File: src/rtl/acc_cpu_pkg.sv
// Shared types and constants for the multi-cycle accumulator CPU core.
package acc_cpu_pkg;

   localparam int INSTR_W = 16;
   localparam int OPC_MSB = 15;
   localparam int OPC_LSB = 12;
   localparam int IMM_W   = 8;

   typedef enum logic [3:0] {
      OP_NOP  = 4'h0,
      OP_ADD  = 4'h1,
      OP_SUB  = 4'h2,
      OP_AND  = 4'h3,
      OP_OR   = 4'h4,
      OP_XOR  = 4'h5,
      OP_NOT  = 4'h6,
      OP_LDI  = 4'h7,
      OP_LDA  = 4'h8,
      OP_STA  = 4'h9,
      OP_LDM  = 4'hA,
      OP_STM  = 4'hB,
      OP_JMP  = 4'hC,
      OP_JZ   = 4'hD,
      OP_JC   = 4'hE,
      OP_HALT = 4'hF
   } opcode_e;

   typedef enum logic [1:0] {
      ST_FETCH,
      ST_EXEC,
      ST_MEM,
      ST_HALT
   } state_e;

   // Opcodes whose EXEC cycle writes the accumulator (and therefore the flags).
   function automatic logic writes_acc(input opcode_e op);
      case (op)
         OP_ADD, OP_SUB, OP_AND, OP_OR, OP_XOR,
         OP_NOT, OP_LDI, OP_LDA:  writes_acc = 1'b1;
         default:                 writes_acc = 1'b0;
      endcase
   endfunction

endpackage

File: src/rtl/acc_cpu_if.sv
// Instruction-fetch and data-memory handshake bundle between the core and its memories.
interface acc_cpu_if
   import acc_cpu_pkg::*;
#(
   parameter int DATA_W  = 8,
   parameter int PC_W    = 5,
   parameter int DADDR_W = 10
) ();

   logic                o_imem_req;
   logic [PC_W-1:0]     o_imem_addr;
   logic                i_imem_valid;
   logic [INSTR_W-1:0]  i_imem_data;

   logic                o_dmem_req;
   logic                o_dmem_we;
   logic [DADDR_W-1:0]  o_dmem_addr;
   logic [DATA_W-1:0]   o_dmem_wdata;
   logic                i_dmem_ready;
   logic [DATA_W-1:0]   i_dmem_rdata;

   modport master (
      output o_imem_req, o_imem_addr,
      input  i_imem_valid, i_imem_data,
      output o_dmem_req, o_dmem_we, o_dmem_addr, o_dmem_wdata,
      input  i_dmem_ready, i_dmem_rdata
   );

   modport slave (
      input  o_imem_req, o_imem_addr,
      output i_imem_valid, i_imem_data,
      input  o_dmem_req, o_dmem_we, o_dmem_addr, o_dmem_wdata,
      output i_dmem_ready, i_dmem_rdata
   );

endinterface

File: src/rtl/acc_alu_p.sv
// Combinational accumulator ALU: computes the new ACC value and carry for ALU/load ops.
module acc_alu_p
   import acc_cpu_pkg::*;
#(
   parameter int DATA_W = 8
) (
   input  opcode_e             opcode,
   input  logic [DATA_W-1:0]   acc,
   input  logic [DATA_W-1:0]   operand,
   input  logic                carry_in,
   output logic [DATA_W-1:0]   result,
   output logic                carry_out
);

   logic [DATA_W:0] sum;

   // Result/carry select; loads pass the operand through and keep the carry.
   always_comb begin
      result    = acc;
      carry_out = carry_in;
      sum       = {1'b0, acc} + {1'b0, operand};
      case (opcode)
         OP_ADD: begin
            result    = sum[DATA_W-1:0];
            carry_out = sum[DATA_W];
         end
         OP_SUB: begin
            result    = acc - operand;
            carry_out = (acc < operand);
         end
         OP_AND: begin
            result    = acc & operand;
            carry_out = 1'b0;
         end
         OP_OR: begin
            result    = acc | operand;
            carry_out = 1'b0;
         end
         OP_XOR: begin
            result    = acc ^ operand;
            carry_out = 1'b0;
         end
         OP_NOT: begin
            result    = ~acc;
            carry_out = 1'b0;
         end
         OP_LDI, OP_LDA: begin
            result    = operand;
         end
         default: ;
      endcase
   end

endmodule

File: src/rtl/acc_cpu_core.sv
// Multi-cycle accumulator CPU: FETCH -> EXEC [-> MEM] with handshaked program/data memories.
module acc_cpu_core
   import acc_cpu_pkg::*;
#(
   parameter int DATA_W  = 8,
   parameter int NREG    = 4,
   parameter int PC_W    = 5,
   parameter int DADDR_W = 10
) (
   input  logic                i_clk,
   input  logic                i_rst,
   input  logic                i_ce,
   acc_cpu_if.master           bus,
   output logic [PC_W-1:0]     o_pc,
   output logic [DATA_W-1:0]   o_acc,
   output logic                o_carry,
   output logic                o_zero,
   output logic                o_halted
);

   localparam int RIDX_W = $clog2(NREG);

   state_e               state_q, state_d;
   logic [PC_W-1:0]      pc_q;
   logic [DATA_W-1:0]    acc_q;
   logic                 carry_q;
   logic                 zero_q;
   logic [INSTR_W-1:0]   ir_q;
   logic [DATA_W-1:0]    regs_q [NREG];

   opcode_e              opcode;
   logic [RIDX_W-1:0]    ridx;
   logic [IMM_W-1:0]     imm;
   logic [DADDR_W-1:0]   daddr;
   logic [PC_W-1:0]      target;
   logic [DATA_W-1:0]    reg_val;
   logic [DATA_W-1:0]    alu_opnd;
   logic [DATA_W-1:0]    alu_res;
   logic                 alu_carry;
   logic                 take_jump;
   logic                 unused_ir;

   assign opcode    = opcode_e'(ir_q[OPC_MSB:OPC_LSB]);
   assign ridx      = ir_q[RIDX_W-1:0];
   assign imm       = ir_q[IMM_W-1:0];
   assign daddr     = ir_q[DADDR_W-1:0];
   assign target    = ir_q[PC_W-1:0];
   // Operand bits above each field are don't-care; folding them here marks them as deliberately ignored.
   assign unused_ir = ^ir_q;

   assign reg_val   = regs_q[ridx];
   assign alu_opnd  = (opcode == OP_LDI) ? DATA_W'(imm) : reg_val;
   assign take_jump = (opcode == OP_JMP) ||
                      ((opcode == OP_JZ) && zero_q) ||
                      ((opcode == OP_JC) && carry_q);

   acc_alu_p #(.DATA_W(DATA_W)) u_alu (
      .opcode    (opcode),
      .acc       (acc_q),
      .operand   (alu_opnd),
      .carry_in  (carry_q),
      .result    (alu_res),
      .carry_out (alu_carry)
   );

   // State register; i_ce low freezes the sequencer in place.
   always_ff @(posedge i_clk or negedge i_rst) begin
      if (!i_rst) begin
         state_q <= ST_FETCH;
      end else if (i_ce) begin
         state_q <= state_d;
      end
   end

   // Next-state: fetch waits for valid, EXEC is a single cycle, MEM waits for ready.
   always_comb begin
      state_d = state_q;
      case (state_q)
         ST_FETCH: if (bus.i_imem_valid) state_d = ST_EXEC;
         ST_EXEC: begin
            case (opcode)
               OP_LDM, OP_STM: state_d = ST_MEM;
               OP_HALT:        state_d = ST_HALT;
               default:        state_d = ST_FETCH;
            endcase
         end
         ST_MEM:   if (bus.i_dmem_ready) state_d = ST_FETCH;
         default:  state_d = ST_HALT;
      endcase
   end

   // Architectural state: IR/PC at fetch, ACC/flags/regs/PC at EXEC, ACC/zero on load completion.
   always_ff @(posedge i_clk or negedge i_rst) begin
      if (!i_rst) begin
         pc_q    <= '0;
         acc_q   <= '0;
         carry_q <= 1'b0;
         zero_q  <= 1'b0;
         ir_q    <= '0;
         for (int i = 0; i < NREG; i++) regs_q[i] <= '0;
      end else if (i_ce) begin
         case (state_q)
            ST_FETCH: begin
               if (bus.i_imem_valid) begin
                  ir_q <= bus.i_imem_data;
                  pc_q <= pc_q + PC_W'(1);
               end
            end
            ST_EXEC: begin
               if (writes_acc(opcode)) begin
                  acc_q   <= alu_res;
                  carry_q <= alu_carry;
                  zero_q  <= (alu_res == '0);
               end
               if (opcode == OP_STA) regs_q[ridx] <= acc_q;
               if (take_jump) pc_q <= target;
            end
            ST_MEM: begin
               if (bus.i_dmem_ready && (opcode == OP_LDM)) begin
                  acc_q  <= bus.i_dmem_rdata;
                  zero_q <= (bus.i_dmem_rdata == '0);
               end
            end
            default: ;
         endcase
      end
   end

   // Requests are gated by reset so an in-flight access drops without waiting for a clock.
   assign bus.o_imem_req   = i_rst && (state_q == ST_FETCH);
   assign bus.o_imem_addr  = pc_q;
   assign bus.o_dmem_req   = i_rst && (state_q == ST_MEM);
   assign bus.o_dmem_we    = i_rst && (state_q == ST_MEM) && (opcode == OP_STM);
   assign bus.o_dmem_addr  = daddr;
   assign bus.o_dmem_wdata = acc_q;

   assign o_pc     = pc_q;
   assign o_acc    = acc_q;
   assign o_carry  = carry_q;
   assign o_zero   = zero_q;
   assign o_halted = (state_q == ST_HALT);

endmodule
File: src/flat_wrapper.sv
// flat-port wrapper written by rule: the top's interface ports become plain ports
module acc_cpu_core_flat import acc_cpu_pkg::*;
#(
   parameter int DATA_W  = 8,
   parameter int NREG    = 4,
   parameter int PC_W    = 5,
   parameter int DADDR_W = 10
)
  (i_clk, i_rst, i_ce, o_pc, o_acc, o_carry, o_zero, o_halted, bus_o_imem_req, bus_o_imem_addr, bus_i_imem_valid, bus_i_imem_data, bus_o_dmem_req, bus_o_dmem_we, bus_o_dmem_addr, bus_o_dmem_wdata, bus_i_dmem_ready, bus_i_dmem_rdata);
  acc_cpu_if #(.DATA_W(DATA_W), .PC_W(PC_W), .DADDR_W(DADDR_W)) bus_i ();
  input  logic i_clk;
  input  logic i_rst;
  input  logic i_ce;
  output logic [PC_W-1:0] o_pc;
  output logic [DATA_W-1:0] o_acc;
  output logic o_carry;
  output logic o_zero;
  output logic o_halted;
  output wire logic [$bits(bus_i.o_imem_req)-1:0] bus_o_imem_req;
  output wire logic [$bits(bus_i.o_imem_addr)-1:0] bus_o_imem_addr;
  input wire logic [$bits(bus_i.i_imem_valid)-1:0] bus_i_imem_valid;
  input wire logic [$bits(bus_i.i_imem_data)-1:0] bus_i_imem_data;
  output wire logic [$bits(bus_i.o_dmem_req)-1:0] bus_o_dmem_req;
  output wire logic [$bits(bus_i.o_dmem_we)-1:0] bus_o_dmem_we;
  output wire logic [$bits(bus_i.o_dmem_addr)-1:0] bus_o_dmem_addr;
  output wire logic [$bits(bus_i.o_dmem_wdata)-1:0] bus_o_dmem_wdata;
  input wire logic [$bits(bus_i.i_dmem_ready)-1:0] bus_i_dmem_ready;
  input wire logic [$bits(bus_i.i_dmem_rdata)-1:0] bus_i_dmem_rdata;
  assign bus_o_imem_req = bus_i.o_imem_req;
  assign bus_o_imem_addr = bus_i.o_imem_addr;
  assign bus_i.i_imem_valid = bus_i_imem_valid;
  assign bus_i.i_imem_data = bus_i_imem_data;
  assign bus_o_dmem_req = bus_i.o_dmem_req;
  assign bus_o_dmem_we = bus_i.o_dmem_we;
  assign bus_o_dmem_addr = bus_i.o_dmem_addr;
  assign bus_o_dmem_wdata = bus_i.o_dmem_wdata;
  assign bus_i.i_dmem_ready = bus_i_dmem_ready;
  assign bus_i.i_dmem_rdata = bus_i_dmem_rdata;
  acc_cpu_core #(.DATA_W(DATA_W), .NREG(NREG), .PC_W(PC_W), .DADDR_W(DADDR_W)) u_core (.i_clk(i_clk), .i_rst(i_rst), .i_ce(i_ce), .bus(bus_i), .o_pc(o_pc), .o_acc(o_acc), .o_carry(o_carry), .o_zero(o_zero), .o_halted(o_halted));
endmodule
File: config.mk
export PLATFORM = sky130hd
export DESIGN_NAME = acc_cpu_core_flat
export DESIGN_NICKNAME = d
export VERILOG_FILES = /design/src/rtl/acc_cpu_pkg.sv /design/src/rtl/acc_cpu_if.sv /design/src/rtl/acc_alu_p.sv /design/src/rtl/acc_cpu_core.sv /design/src/flat_wrapper.sv
export SDC_FILE = /design/constraint.sdc
export NUM_CORES = 1
export LEC_CHECK = 0
export CAP_MARGIN = 20
export CORE_MARGIN = 10
export CORE_UTILIZATION = 43
export CTS_CLUSTER_SIZE = 30
export DETAILED_ROUTE_END_ITERATION = 12
export PLACE_DENSITY = 0.74
export SKIP_LAST_GASP = 1
export SYNTH_ARGS = -nofsm -noshare
export SYNTH_HDL_FRONTEND = slang
export SYNTH_HIERARCHICAL = 1
export SYNTH_SLANG_ARGS = --single-unit
File: constraint.sdc
create_clock -name i_clk -period 10.5 [get_ports i_clk]
set_input_delay 1.05 -clock i_clk [delete_from_list [all_inputs] [get_ports i_clk]]
set_output_delay 1.05 -clock i_clk [all_outputs]
set_load 0.005 [all_outputs]
==> impl_summary.log, run 1 <==
[metrics] cell row count: 39
[metrics] final count of pins violating max slew: 0
[metrics] synthesized cell area: 4950 µm²
[metrics] per-cell via count in the routed design: 5.94
[metrics] aggregate routed wire length: 13.3 mm
[metrics] utilization after layout: 51.4%
[metrics] part of the total power dissipated in sequential elements: 24.1%
[metrics] ratio of cells with drive above 1 in the final layout: 19.7%
[metrics] part of the cycle the worst path needs: 42.1%
[metrics] Startpoint Class: register
[metrics] # DRC: 0
[metrics] number of buffers created by CTS: 9
[metrics] clk_skew: 6.02 ps
[metrics] power spent charging and discharging nets: 0.918 mW
[metrics] DP Area: 5510 µm²
[metrics] post-synthesis to final-layout area growth: 17.9%
[metrics] number of antenna violations at the first check in global routing: 0
[metrics] overflow left after global routing: 0
[metrics] number of instances in the synthesized netlist: 510
[metrics] Synth cell types: 70
[metrics] leakage power total: 2.55 nW
[metrics] net count of the finished layout: 600
[metrics] worst skew pair latency: 320 ps
[metrics] reg-to-reg slack, setup: 6080 ps
[metrics] PD cells: 356 nW/µm²
[metrics] Worst Path Required: 10740 ps
[metrics] part of the total power dissipated in the clock network: 15.4%
[metrics] core box area: 11400 µm²
[metrics] global-route wire length before repair: 21.4 mm
[metrics] Critical Path Fanout Max: 9
[metrics] routed via count: 4105
[metrics] Initial Util: 43.6%
[metrics] design area: 5840 µm²
[metrics] area enclosed by the die boundary: 16200 µm²
[metrics] synthesized net count: 567
[metrics] routed length per placed instance: 19.3 µm
[metrics] Ys Warns: 6
[metrics] number of flip-flops and latches in the synthesized netlist: 63
[metrics] final hold violation count: 0
[metrics] global routing usage summed across all routing layers: 16.0%
[metrics] top-level port count: 71
[metrics] final standard cell count with taps included and fillers excluded: 691
[metrics] count of instances resized after the clock tree is built: 0
[metrics] count of antenna-violating nets left after detailed routing: 0
[metrics] number of antenna repair diodes: 0
[metrics] clock tree from TritonCTS: yes
[metrics] switching share of power: 44.2%
[metrics] # hold bufs at CTS: 0
[metrics] cell at the root of the clock tree: sky130_fd_sc_hd__clkbuf_16
[metrics] combinational share of power: 60.5%
[metrics] post-route minimum period: 4420 ps
[metrics] input/output buffers: 68
[metrics] Slowest Stage Delay on Critical Path: 650 ps
[metrics] cell breakdown of the critical path: nand4b_1 -> a31oi_1 -> ha_1 -> inv_1 -> fa_1 -> nand2b_1 -> a21oi_1 -> nor2_1 -> xor2_1 -> a221oi_1 -> a21oi_1 -> or4_1 -> nor4_1 -> a22oi_1 -> mux2i_1
[metrics] Primary FF master, synth: sky130_fd_sc_hd__dfrtp_1
[metrics] die width: 127 µm
[metrics] Post-CTS Setup Repair Bufs: 0
[metrics] clock edge transition at the registers on the reported setup and hold paths: 50 ps
[metrics] setup-violating endpoint count in the final report: 0
[metrics] count of flip-flops with a built-in enable after synthesis: 0
[metrics] number of sinks on the clock net: 63
[metrics] via count of the first global-routing pass: 4090
[metrics] maximum number of pins on one net before global-route repair: 65
[metrics] share of async-settable or async-resettable flops after synthesis: 100%
[metrics] internal power contribution: 1.16 mW
[metrics] post-detail-place hpwl: 9.54 mm
[metrics] status: finished, final reports clean
[metrics] maximum count of clock buffers along a single path: 2
[metrics] setup TNS: 0 ps
[metrics] Initial DRT Pass Iterations: 5
[metrics] Achievable Freq: 0.226 GHz
[metrics] Slowest cell on crit path: sky130_fd_sc_hd__a31oi_1
[metrics] most prevalent standard cell on the critical path: sky130_fd_sc_hd__a21oi_1
[metrics] slew at the pin with the worst max-slew slack: 805 ps
[metrics] count of placed standard cells including taps: 675
[metrics] unrepaired setup endpoints after global routing: false
[metrics] kind of critical path: reg2reg
[metrics] maximum vdd ir drop: 187 µV
[metrics] routability congestion estimate: 0.895
[metrics] number of violations of the max-capacitance limit: 0
[metrics] CP Data Arrival Time: 4660 ps
[metrics] number of DRC violations after detailed-routing iteration 0: 271
[metrics] max_slew headroom: 46.4%
[metrics] class of the worst hold path: reg2reg
[metrics] H-tree level count: 3
[metrics] average cell area after synthesis: 9.72 µm²
[metrics] Chip Height: 127 µm
[metrics] Worst setup EP type: register
[metrics] share of synthesized area occupied by flip-flops and latches: 31.8%
==> registers in the layout (all words and copies together), names as in the netlist <==
| name | count |
|---|---|
| u_core/ir_q | 14 |
| u_core/o_carry | 1 |
| u_core/bus.o_imem_addr | 5 |
| u_core/bus.o_dmem_wdata | 8 |
| u_core/state_q | 2 |
| u_core/o_zero | 1 |
| u_core/regs_q | 32 |
==> cell type report <==
cell class,instances,area (µm²)
Multi-Input combinational cell,364,2920
Clock buffer,13,260
Clock inverter,3,65.1
Inverter,31,119
Sequential cell,63,1580
Timing Repair Buffer,74,721
Tap cell,143,179
Fill cell,1031,5530
==> stage by stage <==
step	worst slack (ps)	hold WS, ps	total power [mW]
floorplan	6590	474	1.41
detailed placement	6140	487	1.74
CTS	6110	499	2.07
global placement	6190	482	1.69
finish	6080	498	2.08
global route	5840	513	2.24
==> placed cells by master, fill, tap and decap left out, types with 5 or more instances in the layout <==
master / n
sky130_fd_sc_hd__clkdlybuf4s50_1: 67
sky130_fd_sc_hd__mux2_2: 64
sky130_fd_sc_hd__dfrtp_1: 63
sky130_fd_sc_hd__nor2_1: 41
sky130_fd_sc_hd__nand2_1: 39
sky130_fd_sc_hd__a21oi_1: 32
sky130_fd_sc_hd__inv_1: 30
sky130_fd_sc_hd__ha_1: 26
sky130_fd_sc_hd__nand2b_1: 13
sky130_fd_sc_hd__a31oi_1: 11
sky130_fd_sc_hd__nand3_1: 11
sky130_fd_sc_hd__mux2i_1: 10
sky130_fd_sc_hd__clkbuf_16: 9
sky130_fd_sc_hd__mux4_2: 9
sky130_fd_sc_hd__o21ai_0: 7
sky130_fd_sc_hd__nor3_1: 6
sky130_fd_sc_hd__nor2b_1: 6
sky130_fd_sc_hd__buf_4: 6
sky130_fd_sc_hd__nand3b_1: 5
==> Yosys cell counts, types with 3 or more instances <==
| library cell | n | area (µm²) |
|---|---|---|
| sky130_fd_sc_hd__a211oi_1 | 3 | 22.5 |
| sky130_fd_sc_hd__a21oi_1 | 32 | 160 |
| sky130_fd_sc_hd__a22oi_1 | 3 | 22.5 |
| sky130_fd_sc_hd__a31oi_1 | 11 | 68.8 |
| sky130_fd_sc_hd__and3_1 | 3 | 18.8 |
| sky130_fd_sc_hd__buf_2 | 11 | 55.1 |
| sky130_fd_sc_hd__buf_4 | 25 | 188 |
| sky130_fd_sc_hd__buf_6 | 5 | 56.3 |
| sky130_fd_sc_hd__clkbuf_1 | 10 | 37.5 |
| sky130_fd_sc_hd__dfrtp_1 | 63 | 1580 |
| sky130_fd_sc_hd__ha_1 | 26 | 325 |
| sky130_fd_sc_hd__inv_1 | 30 | 113 |
| sky130_fd_sc_hd__mux2_2 | 64 | 721 |
| sky130_fd_sc_hd__mux2i_1 | 10 | 100 |
| sky130_fd_sc_hd__mux4_2 | 9 | 203 |
| sky130_fd_sc_hd__nand2_1 | 39 | 146 |
| sky130_fd_sc_hd__nand2b_1 | 13 | 81.3 |
| sky130_fd_sc_hd__nand3_1 | 11 | 55.1 |
| sky130_fd_sc_hd__nand3b_1 | 5 | 37.5 |
| sky130_fd_sc_hd__nor2_1 | 41 | 154 |
| sky130_fd_sc_hd__nor2b_1 | 6 | 37.5 |
| sky130_fd_sc_hd__nor3_1 | 6 | 30.0 |
| sky130_fd_sc_hd__nor4_1 | 4 | 25.0 |
| sky130_fd_sc_hd__o211ai_1 | 3 | 22.5 |
| sky130_fd_sc_hd__o21ai_0 | 7 | 35.0 |
| sky130_fd_sc_hd__o21ai_1 | 3 | 15.0 |
| sky130_fd_sc_hd__o221ai_1 | 3 | 26.3 |
| sky130_fd_sc_hd__o22ai_1 | 4 | 25.0 |
| sky130_fd_sc_hd__o31ai_1 | 4 | 30.0 |
| sky130_fd_sc_hd__xnor2_1 | 3 | 26.3 |
==> critical path, delay by kind of cell, from the launching register on <==
family | cells | cell delay, ps
buffers and inverters | 1 | 70
AO/OA/AOI/OAI | 5 | 1300
flip-flops | 1 | 360
multiplexers | 1 | 160
AND/OR/NAND/NOR | 5 | 1650
XOR/XNOR | 1 | 110
adder cells (fa/ha/maj) | 2 | 690
==> cells by family after synthesis <==
family	count (synthesis)	share of synthesized area (%)
DFF	63	31.8
and+or+nand+nor	145	15.6
xor gates and xnor gates	5	0.884
buffers and inverters	83	9.27
muxes	84	20.9
adders and majority gates	28	7.37
AOI/OAI and AO/OA	102	14.2
==> per-layer routing <==
metal  track usage [%]  wire length, µm
met2              28.3             6940
met1              19.1             5410
met3              2.52              672
met4              6.10              295
met5                 0                0
==> path summary, 6_finish.rpt <==
check / from / to / cells after the start
max: u_core/ir_q[15] / u_core/o_zero / 15
max in group asynchronous: i_rst / u_core/bus.o_dmem_wdata[4] / 2
max reg2reg: u_core/ir_q[15] / u_core/o_zero / 15
min in group asynchronous: i_rst / u_core/ir_q[12] / 2
min reg2reg: u_core/regs_q[10] / u_core/regs_q[10] / 1
min: u_core/regs_q[10] / u_core/regs_q[10] / 1
==> power groups by stage <==
stage          combinational, mW  clock (mW)  sequential [mW]
3_5_place_dp                1.23           0            0.503
3_3_place_gp                1.20           0            0.493
5_1_grt                     1.38       0.336            0.523
2_1_floorplan              0.973           0            0.433
6_report                    1.26       0.320            0.501
4_1_cts                     1.25       0.324            0.501
No activity file was read; power rests on OpenSTA's default activity.
==> run 2: changes to the inputs <==
PLACE_DENSITY = 0.77   (was 0.74)
clock period = 4 ns   (was 10.5 ns; I/O delays follow)
==> run 2 against run 1 <==
  * Cell count grew 1.3%
  * Worst setup slack lost 5900 ps
  * Via count is essentially flat
  * Non-clock buffer count grew 10
  * Count of clock-buffer cells in the layout shrank 2
  * Combinational power grew to 2.7 times the previous value
  * Global-route usage shrank 0.16 points
  * Clock skew grew 1.4 ps
  * Critical endpoint unchanged
  * Power grew to 2.6 times the previous value
==> impl_summary.log, run 2 (synthesis gave the netlist of run 1 again) <==
[metrics] Initial Util: 43.6% (unchanged)
[metrics] post-detail-place hpwl: 9.64 mm (+1.1%)
[metrics] Worst setup EP type: register
[metrics] kind of critical path: reg2reg
[metrics] H-tree level count: 3 (unchanged)
[metrics] most flop-heavy register: u_core/regs_q
[metrics] clk_skew: 7.38 ps (+1.36 ps)
[metrics] part of the cycle the worst path needs: 95.9% (+54 points)
[metrics] launch instance of the worst register-to-register path: u_core/ir_q[0]
[metrics] routed via count: 4107 (+0.049%)
[metrics] count of placed standard cells including taps: 684 (+1.3%)
[metrics] number of antenna violations at the first check in global routing: 0 (unchanged)
[metrics] per-cell via count in the routed design: 5.87 (-1.2%)
[metrics] setup-violating endpoint count in the final report: 0 (unchanged)
[metrics] core box area: 11400 µm² (unchanged)
[metrics] most used cells in the layout excluding fill and tap cells: sky130_fd_sc_hd__clkdlybuf4s50_1 (67), sky130_fd_sc_hd__mux2_2 (64), sky130_fd_sc_hd__dfrtp_1 (61)
[metrics] status: finished, final reports clean
[metrics] utilization after layout: 51.7% (+0.39 points)
[metrics] die width: 127 µm (unchanged)
[metrics] unrepaired setup endpoints after global routing: false
[metrics] slew at the pin with the worst max-slew slack: 801 ps (-3.75 ps)
[metrics] start point of the critical path: u_core/ir_q[0]
[metrics] cell at the root of the clock tree: sky130_fd_sc_hd__clkbuf_16
[metrics] # DRC: 0 (unchanged)
[metrics] maximum count of clock buffers along a single path: 2 (unchanged)
[metrics] power spent charging and discharging nets: 2.42 mW (+160%)
[metrics] post-synthesis to final-layout area growth: 18.7%
[metrics] via count of the first global-routing pass: 4104 (+0.34%)
[metrics] aggregate routed wire length: 13.1 mm (-1.4%)
[metrics] number of buffers created by CTS: 9 (unchanged)
[metrics] final standard cell count with taps included and fillers excluded: 700 (+1.3%)
[metrics] cell row count: 39 (unchanged)
[metrics] routed length per placed instance: 18.8 µm (-2.6%)
[metrics] met3 WL post-DR: 896 µm (+33%)
[metrics] met2 WL post-DR: 6.62 mm (-4.6%)
[metrics] leakage power total: 2.57 nW (+0.85%)
[metrics] Initial DRT Pass Iterations: 5 (unchanged)
[metrics] area enclosed by the die boundary: 16200 µm² (unchanged)
[metrics] combinational share of power: 64.1% (+3.6 points)
[metrics] input/output buffers: 68 (unchanged)
[metrics] met1 WL: 5.32 mm (-1.6%)
[metrics] final count of pins violating max slew: 0 (unchanged)
[metrics] clock edge transition at the registers on the reported setup and hold paths: 60 ps (about the same)
[metrics] number of DRC violations after detailed-routing iteration 0: 396 (+46%)
[metrics] global routing usage summed across all routing layers: 15.9% (-0.16 points)
[metrics] maximum number of pins on one net before global-route repair: 64 (-1.5%)
[metrics] part of the total power dissipated in sequential elements: 23.2% (-0.9 points)
[metrics] max_slew headroom: 46.6% (+0.25 points)
[metrics] number of sinks on the clock net: 63 (unchanged)
[metrics] leading cell type in the layout, fill and taps excluded: sky130_fd_sc_hd__clkdlybuf4s50_1
[metrics] clock tree from TritonCTS: yes
[metrics] class of the worst hold path: in2async
[metrics] global-route wire length before repair: 21.3 mm (-0.80%)
[metrics] Achievable Freq: 0.261 GHz (+15%)
[metrics] number of antenna repair diodes: 0 (unchanged)
[metrics] switching share of power: 44.8% (+0.68 points)
[metrics] final hold violation count: 0 (unchanged)
[metrics] reg-to-reg slack, setup: 160 ps (-5910 ps)
[metrics] Critical Path Fanout Max: 13 (+4)
[metrics] PD cells: 919 nW/µm² (+160%)
[metrics] post-route minimum period: 3840 ps (-587 ps)
[metrics] worst skew pair latency: 320 ps (about the same)
[metrics] count of antenna-violating nets left after detailed routing: 0 (unchanged)
[metrics] Chip Height: 127 µm (unchanged)
[metrics] CP Data Arrival Time: 4070 ps (-590 ps)
[metrics] ratio of cells with drive above 1 in the final layout: 22.3% (+2.6 points)
[metrics] Worst Path Required: 4240 ps (-6500 ps)
[metrics] maximum vdd ir drop: 387 µV (+110%)
[metrics] number of violations of the max-capacitance limit: 0 (unchanged)
[metrics] part of the total power dissipated in the clock network: 12.7% (-2.7 points)
[metrics] routability congestion estimate: 0.951 (+6.3%)
[metrics] highest signal layer in the routed design: met4
[metrics] net count of the finished layout: 610 (+1.7%)
[metrics] setup TNS: 0 ps (unchanged)
[metrics] internal power contribution: 2.98 mW (+160%)
[metrics] Startpoint Class: register
[metrics] Largest register FFs: 32 (unchanged)
[metrics] top-level port count: 71 (unchanged)
[metrics] overflow left after global routing: 0 (unchanged)
run 2: timing repair:
action	in CTS	in global routing
endpoints found under the setup margin	1	1
pin swaps	0	0
gates resized for setup	1	7
hold buffers	0	0
buffers inserted	0	1
run 2: area by class of cell:
type	count	area (µm²)
flip-flops and latches	63	1580
well taps	143	179
clock inverters	4	22.5
inverters	31	119
fillers	995	5490
multi-input cells	364	2940
repair buffers	84	803
clock buffers	11	243
run 2: power by group through the flow:
stage	clock network (mW)	logic [mW]	registers, mW
after floorplan	0	2.55	1.14
after global placement	0	3.29	1.23
after detailed placement	0	3.38	1.26
after CTS	0.701	3.40	1.25
after global routing	0.735	3.79	1.31
final	0.688	3.46	1.25
run 2: final timing paths:
| check | depth (start not counted) | end |
|---|---|---|
| min | 2 | u_core/ir_q[13] |
| min in group i_clk | 1 | u_core/regs_q[2] |
| max | 14 | u_core/o_zero |
| min reg2reg | 1 | u_core/regs_q[2] |
| max in group asynchronous | 2 | u_core/ir_q[1] |
| max reg2reg | 14 | u_core/o_zero |
run 2: stage by stage:
step	hold slack, ps	instance area, µm²	total power, mW	setup WS (ps)
6_report	249	5880	5.40	163
4_1_cts	293	5850	5.35	35.9
3_3_place_gp	481	5580	4.52	143
3_5_place_dp	488	5580	4.63	19.0
5_1_grt	325	5880	5.84	11.1
2_1_floorplan	104	4950	3.69	90.3
run 2: routing by layer:
| layer | global-route usage (%) | vias to the layer above |
|---|---|---|
| met5 | 0 | - |
| met4 | 6.03 | 0 |
| met3 | 3.31 | 21 |
| met2 | 27.0 | 177 |
| met1 | 19.2 | 2008 |
| li1 | - | 1901 |
run 2: critical path: stages, from the launching register on:
cell and delay, ps:
sky130_fd_sc_hd__dfrtp_2 450, sky130_fd_sc_hd__buf_8 190, sky130_fd_sc_hd__mux4_2 510, sky130_fd_sc_hd__mux2_2 330, sky130_fd_sc_hd__inv_1 120, sky130_fd_sc_hd__ha_1 250, sky130_fd_sc_hd__a21oi_1 210, sky130_fd_sc_hd__nor2_1 110
sky130_fd_sc_hd__xor2_1 150, sky130_fd_sc_hd__a221oi_1 280, sky130_fd_sc_hd__a21oi_1 140, sky130_fd_sc_hd__or4_1 530, sky130_fd_sc_hd__nor4_2 190, sky130_fd_sc_hd__a22oi_1 140, sky130_fd_sc_hd__mux2i_1 160
